<file path="config.mk">
export PLATFORM = sky130hd
export DESIGN_NAME = sysbus_port_arbiter
export DESIGN_NICKNAME = d
export VERILOG_FILES = /design/src/rtl/sysbus_arb_pkg.sv /design/src/rtl/sysbus_port_arbiter_rr_picker2.sv /design/src/rtl/sysbus_port_arbiter.sv
export SDC_FILE = /design/constraint.sdc
export NUM_CORES = 1
export LEC_CHECK = 0
export BUFFER_PORTS_ARGS = -buffer_cell sky130_fd_sc_hd__buf_2
export CELL_PAD_IN_SITES_DETAIL_PLACEMENT = 1
export CELL_PAD_IN_SITES_GLOBAL_PLACEMENT = 2
export CORE_AREA = 2 2 263 265
export DETAILED_ROUTE_END_ITERATION = 10
export DIE_AREA = 0 0 265 267
export GPL_TIMING_DRIVEN = 0
export PLACE_DENSITY_LB_ADDON = 0.1
export SETUP_SLACK_MARGIN = 0.02
export SLEW_MARGIN = 0
export SYNTH_ARGS = -nofsm -noshare
export SYNTH_HDL_FRONTEND = slang
export SYNTH_HIERARCHICAL = 1
export SYNTH_SLANG_ARGS = --single-unit
</file>
<file path="constraint.sdc">
create_clock -name clk -period 14.6 [get_ports clk]
set_clock_uncertainty 0.1 [all_clocks]
set_input_delay 2.19 -clock clk [delete_from_list [all_inputs] [get_ports clk]]
set_output_delay 2.19 -clock clk [all_outputs]
set_load 0.05 [all_outputs]
</file>
<file path="src/rtl/sysbus_arb_pkg.sv">
// rtl/sysbus_arb_pkg.sv - shared state, owner and tag constants for the SysBus port arbiter
package sysbus_arb_pkg;

    localparam logic [1:0] IDLE  = 2'd0;
    localparam logic [1:0] ISSUE = 2'd1;
    localparam logic [1:0] WAIT  = 2'd2;

    typedef enum logic [1:0] {
        NONE  = 2'd0,
        ISIDE = 2'd1,
        DSIDE = 2'd2
    } owner_e;

    localparam int DEFAULT_TAG_WIDTH = 13;
    localparam int WRITE_TAG_BIT     = DEFAULT_TAG_WIDTH - 1;

    function automatic int write_tag_bit(input int tag_width);
        return tag_width - 1;
    endfunction

endpackage

</file>
<file path="src/rtl/sysbus_port_arbiter_rr_picker2.sv">
// rtl/sysbus_port_arbiter_rr_picker2.sv - 2-way round-robin picker, I side wins the first tie
module rr_picker2 (
    input  logic clk,
    input  logic reset,
    input  logic i_cyc,
    input  logic d_cyc,
    input  logic grant_en,
    output logic pick_i,
    output logic pick_d
);

    logic last_d;

    assign pick_i = i_cyc & (~d_cyc | last_d);
    assign pick_d = d_cyc & ~pick_i;

    always_ff @(posedge clk or posedge reset) begin
        if (reset) begin
            last_d <= 1'b1;
        end else if (grant_en && (pick_i || pick_d)) begin
            last_d <= pick_d;
        end
    end

endmodule

</file>
<file path="src/rtl/sysbus_port_arbiter.sv">
// rtl/sysbus_port_arbiter.sv - shares one SysBus port between I fetch and D cache, one transaction at a time
module sysbus_port_arbiter
    import sysbus_arb_pkg::*;
#(
    parameter int WIDTH     = 64,
    parameter int TAG_WIDTH = 13,
    parameter int BEATS     = 8
) (
    input  logic                 clk,
    input  logic                 reset,

    input  logic [WIDTH-1:0]     i_req,
    input  logic [TAG_WIDTH-1:0] i_reqtag,
    input  logic [WIDTH-1:0]     i_reqdata,
    input  logic                 i_reqcyc,
    output logic                 i_reqack,
    output logic [WIDTH-1:0]     i_resp,
    output logic [TAG_WIDTH-1:0] i_resptag,
    output logic                 i_respcyc,
    output logic                 i_writeack,

    input  logic [WIDTH-1:0]     d_req,
    input  logic [TAG_WIDTH-1:0] d_reqtag,
    input  logic [WIDTH-1:0]     d_reqdata,
    input  logic                 d_reqcyc,
    output logic                 d_reqack,
    output logic [WIDTH-1:0]     d_resp,
    output logic [TAG_WIDTH-1:0] d_resptag,
    output logic                 d_respcyc,
    output logic                 d_writeack,

    output logic [WIDTH-1:0]     bus_req,
    output logic [TAG_WIDTH-1:0] bus_reqtag,
    output logic [WIDTH-1:0]     bus_reqdata,
    output logic                 bus_reqcyc,
    input  logic                 bus_reqack,
    input  logic [WIDTH-1:0]     bus_resp,
    input  logic [TAG_WIDTH-1:0] bus_resptag,
    input  logic                 bus_respcyc,
    output logic                 bus_respack,
    input  logic                 bus_writeack
);

    localparam int WBIT = write_tag_bit(TAG_WIDTH);
    localparam int CW   = (BEATS > 1) ? $clog2(BEATS) : 1;
    localparam logic [CW-1:0] LAST_BEAT = CW'(BEATS - 1);

    logic [1:0]    state;
    owner_e        owner;
    logic          is_write;
    logic [CW-1:0] beat_cnt;
    logic          pick_i;
    logic          pick_d;

    rr_picker2 u_picker (
        .clk      (clk),
        .reset    (reset),
        .i_cyc    (i_reqcyc),
        .d_cyc    (d_reqcyc),
        .grant_en (state == IDLE),
        .pick_i   (pick_i),
        .pick_d   (pick_d)
    );

    always_ff @(posedge clk or posedge reset) begin
        if (reset) begin
            state       <= IDLE;
            owner       <= NONE;
            is_write    <= 1'b0;
            beat_cnt    <= '0;
            i_reqack    <= 1'b0;
            i_resp      <= '0;
            i_resptag   <= '0;
            i_respcyc   <= 1'b0;
            i_writeack  <= 1'b0;
            d_reqack    <= 1'b0;
            d_resp      <= '0;
            d_resptag   <= '0;
            d_respcyc   <= 1'b0;
            d_writeack  <= 1'b0;
            bus_req     <= '0;
            bus_reqtag  <= '0;
            bus_reqdata <= '0;
            bus_reqcyc  <= 1'b0;
            bus_respack <= 1'b0;
        end else begin
            // Every response-side strobe is a single-cycle pulse unless re-asserted below.
            i_reqack    <= 1'b0;
            d_reqack    <= 1'b0;
            i_respcyc   <= 1'b0;
            d_respcyc   <= 1'b0;
            i_writeack  <= 1'b0;
            d_writeack  <= 1'b0;
            bus_respack <= 1'b0;

            case (state)
                IDLE: begin
                    if (pick_i) begin
                        bus_req     <= i_req;
                        bus_reqtag  <= i_reqtag;
                        bus_reqdata <= i_reqdata;
                        bus_reqcyc  <= 1'b1;
                        i_reqack    <= 1'b1;
                        owner       <= ISIDE;
                        is_write    <= i_reqtag[WBIT];
                        beat_cnt    <= '0;
                        state       <= ISSUE;
                    end else if (pick_d) begin
                        bus_req     <= d_req;
                        bus_reqtag  <= d_reqtag;
                        bus_reqdata <= d_reqdata;
                        bus_reqcyc  <= 1'b1;
                        d_reqack    <= 1'b1;
                        owner       <= DSIDE;
                        is_write    <= d_reqtag[WBIT];
                        beat_cnt    <= '0;
                        state       <= ISSUE;
                    end
                end

                ISSUE: begin
                    if (bus_reqack) begin
                        bus_reqcyc <= 1'b0;
                        state      <= WAIT;
                    end
                end

                WAIT: begin
                    if (bus_respcyc) begin
                        bus_respack <= 1'b1;
                    end
                    if (is_write) begin
                        // Stray read beats during a write are acked above and dropped here.
                        if (bus_writeack) begin
                            i_writeack <= (owner == ISIDE);
                            d_writeack <= (owner == DSIDE);
                            owner      <= NONE;
                            state      <= IDLE;
                        end
                    end else if (bus_respcyc) begin
                        if (owner == ISIDE) begin
                            i_resp    <= bus_resp;
                            i_resptag <= bus_resptag;
                            i_respcyc <= 1'b1;
                        end else if (owner == DSIDE) begin
                            d_resp    <= bus_resp;
                            d_resptag <= bus_resptag;
                            d_respcyc <= 1'b1;
                        end
                        beat_cnt <= beat_cnt + 1'b1;
                        if (beat_cnt == LAST_BEAT) begin
                            owner <= NONE;
                            state <= IDLE;
                        end
                    end
                end

                default: begin
                    state <= IDLE;
                    owner <= NONE;
                end
            endcase
        end
    end

    i_side_write: assert property (@(posedge clk) disable iff (reset)
        !(state == IDLE && pick_i && i_reqtag[WBIT]))
        else $warning("I-side request carries the write tag bit");

endmodule

</file>
==> results.md <==
- Run status: completed
- Number of synthesized register bits: ~310
- Number of distinct library cells after synthesis: 33
- Synth async-reset ratio: 100%
- Wire length of the first global-routing pass: about 85,000 um
- Final Hold Slack: 0.383 ns
- Leftover overflow at the end of global routing: 0
- Total Routed Length: approximately 60,000 um
- Number of optimization iterations in the first detailed-route pass: 4
- H-Tree Level Count: 2
- Library cell with the largest summed area after synthesis: dfrtp_1
- Number of antenna violations at the first check in global routing: 14
- Core box area: about 68,000 um2
- Setup Crit Path Kind: in -> reg
- Clk buf depth: 3
- Clk slew on worst S/H paths: 0.06 ns
- Net Count, Synth: around 1,400
- Yosys warnings: 6
- Final #Nets: between 2,000 and 2,500
- Ratio of cells with drive above 1 in the final layout: between 50% and 60%
- Startpoint of the worst register-to-register path: u_picker/last_d
- Overall routing resource usage: 16.5%
- Port buffer count: approximately 670
- Netlist area before placement: approximately 13,000 um2
- Time the final worst path needs with I/O delays and setup: approximately 4.6 ns
- Post CTS Setup Buffer Count: 0
- Final count of pins violating max slew: 0
- Via-per-instance ratio: approximately 4.2
- CTS tree: done
- Die H: about 270 um
- Layout Area Growth over Synthesis: 45.4%
- Worst Setup End Kind: flip-flop
- Register-to-Register Path Depth: 7
- Maximum fanout count along the critical path: 10
- Top post-synthesis cells by area: dfrtp_1, a21oi_1, mux2i_1
- Average footprint of a synthesized cell: ~13 um2
- Top cell type's share of synthesized area: between 50% and 60%
- Final core utilization: between 20% and 30%
- Endpoint with the worst hold slack: bus_reqcyc
- Part of the cycle the worst path needs: a little under a third
- Endpoint of the worst register-to-register path: bus_reqdata[52]
- Slew @ Worst Pin: 1.20 ns
- Main flop type after synthesis: dfrtp_1
- Filler Cell Count: ~7,700
- Total placed cells including tap cells: roughly 2,600
- Critical hold path startpoint: bus_reqcyc
- Site row count: 96
- Total vias in the final route: 11,000
- DP Wirelength: approximately 47,000 um
- Leading cell type by number of instances after synthesis: dfrtp_1
- Worst EP required: roughly 15 ns
- Cells resized by post-CTS repair: 0
- Clock latency of the later-clocked register in the worst-skew pair: 0.57 ns
- Largest net degree at the start of global routing: about 110
- Routed Antenna Nets: 0
- R2R Setup Slk: ~11 ns
- CTS hold repair buffers: 0
- RSZ-0062 raised after global routing: no
- Critical path arrival: just under 5 ns
- Number of cells on the worst hold path: 2
- WL per Instance: 22.7 um
- Worst vdd rail ir drop: 88.7 uV
- F_max: ~220 MHz
- Synthesized instance count: approximately 1,000
- Starting density of the core: about a fifth
- Most instantiated cells after synthesis: dfrtp_1, a21oi_1, mux2i_1
- Die width: about 270 um
- Drt first-iter violations: ~370
- Register area share after synthesis: 59.0%
- Final std cells w/o fill: between 2,000 and 3,000
- Leak pwr: a little under 10 nW
- Total negative slack: 0 ns
- Placer Congestion: roughly 0.77
- Launching element type of the critical path: input port
- Die area: about 71,000 um2
- Post-layout total power: 4.94 mW
- Root buffer selected by CTS: clkbuf_16
- Number of global-route vias before repair: between 10,000 and 15,000
- Number of clock buffers inserted by TritonCTS: 41
- Max-cap viol count: 0
- Sinks on Clock Net: approximately 310
- Power Dens Cells: roughly 260 nW/um2
- Post-detailed-route DRC marker count: 0
- Number of primary I/O pins: 669
- Final Hold Vio Count: 0
- Worst Hold Class: reg -> reg
- Number of enable-type register cells in the synthesized netlist: 0
- Remaining max-slew budget at the tightest pin: 20.1%
- Setup-violating endpoint count in the final report: 0
==> kinds of logic after synthesis <==
logic type	synth area share, %
adder cells (fa/ha/maj)	0.190
flip-flops	59.0
buffers and inverters	3.31
AO/OA/AOI/OAI	11.3
AND/OR/NAND/NOR	1.15
multiplexers	25.0
==> power breakdown <==
group	switching (mW)	leakage, nW	internal, mW	total, mW
clock	0.417	0.729	0.675	1.09
sequential	0.175	3.83	1.20	1.37
combinational	1.90	5.32	0.581	2.48
==> metal layers <==
metal  part of all wire [%]  vias to the layer above  wire, um  global-route usage [%]
met2                     53                      326     31600                    30.3
met4                    1.9                       14      1120                    3.85
li1                       -                     5088         -                       -
met3                    5.9                       72      3570                    4.30
met1                     40                     5548     23800                    19.1
met5                   0.12                        -        75                       0
==> cell type report <==
cell class / count / area [um2] / share of cell area, %
clock inverter: 18 / 248 / 1.29
sequential: 311 / 7780 / 40.6
antenna: 5 / 12.5 / 0.0652
multi-input combinational: 614 / 4970 / 25.9
inverter: 8 / 37.5 / 0.196
timing repair buffer: 670 / 3400 / 17.7
tap: 882 / 1100 / 5.75
clock buffer: 58 / 1220 / 6.37
buffer: 83 / 407 / 2.12
==> worst max path at each step <==
stage / slack (ns) / end / from
detailed placement: 9.26 / bus_reqdata[52] / d_reqcyc
global route: 9.78 / bus_req[48] / d_reqcyc
CTS: 9.87 / bus_reqdata[52] / d_reqcyc
floorplan: 3.74 / beat_cnt[0] / reset
finish: 10.03 / bus_reqdata[52] / d_reqcyc
global placement: -1.17 / d_resp[16] / reset
==> state kept, by name (all words and copies together) (netlist names) <==
| register | flops |
|---|---|
| d_resp | 64 |
| u_picker/last_d | 1 |
| d_respcyc | 1 |
| owner | 2 |
| bus_reqtag | 13 |
| d_writeack | 1 |
| i_resptag | 13 |
| i_reqack | 1 |
| beat_cnt | 3 |
| i_respcyc | 1 |
| bus_req | 64 |
| d_reqack | 1 |
| state | 2 |
| bus_respack | 1 |
| d_resptag | 13 |
| i_resp | 64 |
| i_writeack | 1 |
| bus_reqdata | 64 |
| bus_reqcyc | 1 |
==> critical path, stage by stage <==
cell and delay, ns:
buf_2 0.11, a21boi_1 0.13, buf_2 0.39, buf_2 0.48, buf_1 0.89, mux2i_1 0.53
a21oi_1 0.13
==> cells in the final DEF, fill, tap and decap left out, types with 2 or more instances in the layout <==
| cell | instances |
|---|---|
| buf_2 | 699 |
| dfrtp_1 | 310 |
| a21oi_1 | 286 |
| mux2i_1 | 141 |
| mux2_2 | 117 |
| clkbuf_1 | 46 |
| clkbuf_16 | 42 |
| mux2_4 | 38 |
| clkbuf_8 | 11 |
| clkinv_2 | 9 |
| inv_1 | 7 |
| buf_6 | 6 |
| nand2_1 | 6 |
| diode_2 | 5 |
| bufinv_16 | 5 |
| buf_4 | 3 |
| and2_1 | 2 |
| buf_1 | 2 |
| nand3_4 | 2 |
| nor4_1 | 2 |
| nand3b_1 | 2 |
| a22o_1 | 2 |
| ha_1 | 2 |
| buf_16 | 2 |
==> metrics by stage <==
step / setup slack, ns / instance area (um2)
after CTS: 9.87 / 19200
after global placement: -1.17 / 17600
after floorplan: 3.74 / 13200
after detailed placement: 9.26 / 17700
final: 10.03 / 19200
after global routing: 9.78 / 19200
Power figures use the tool's default switching activity.
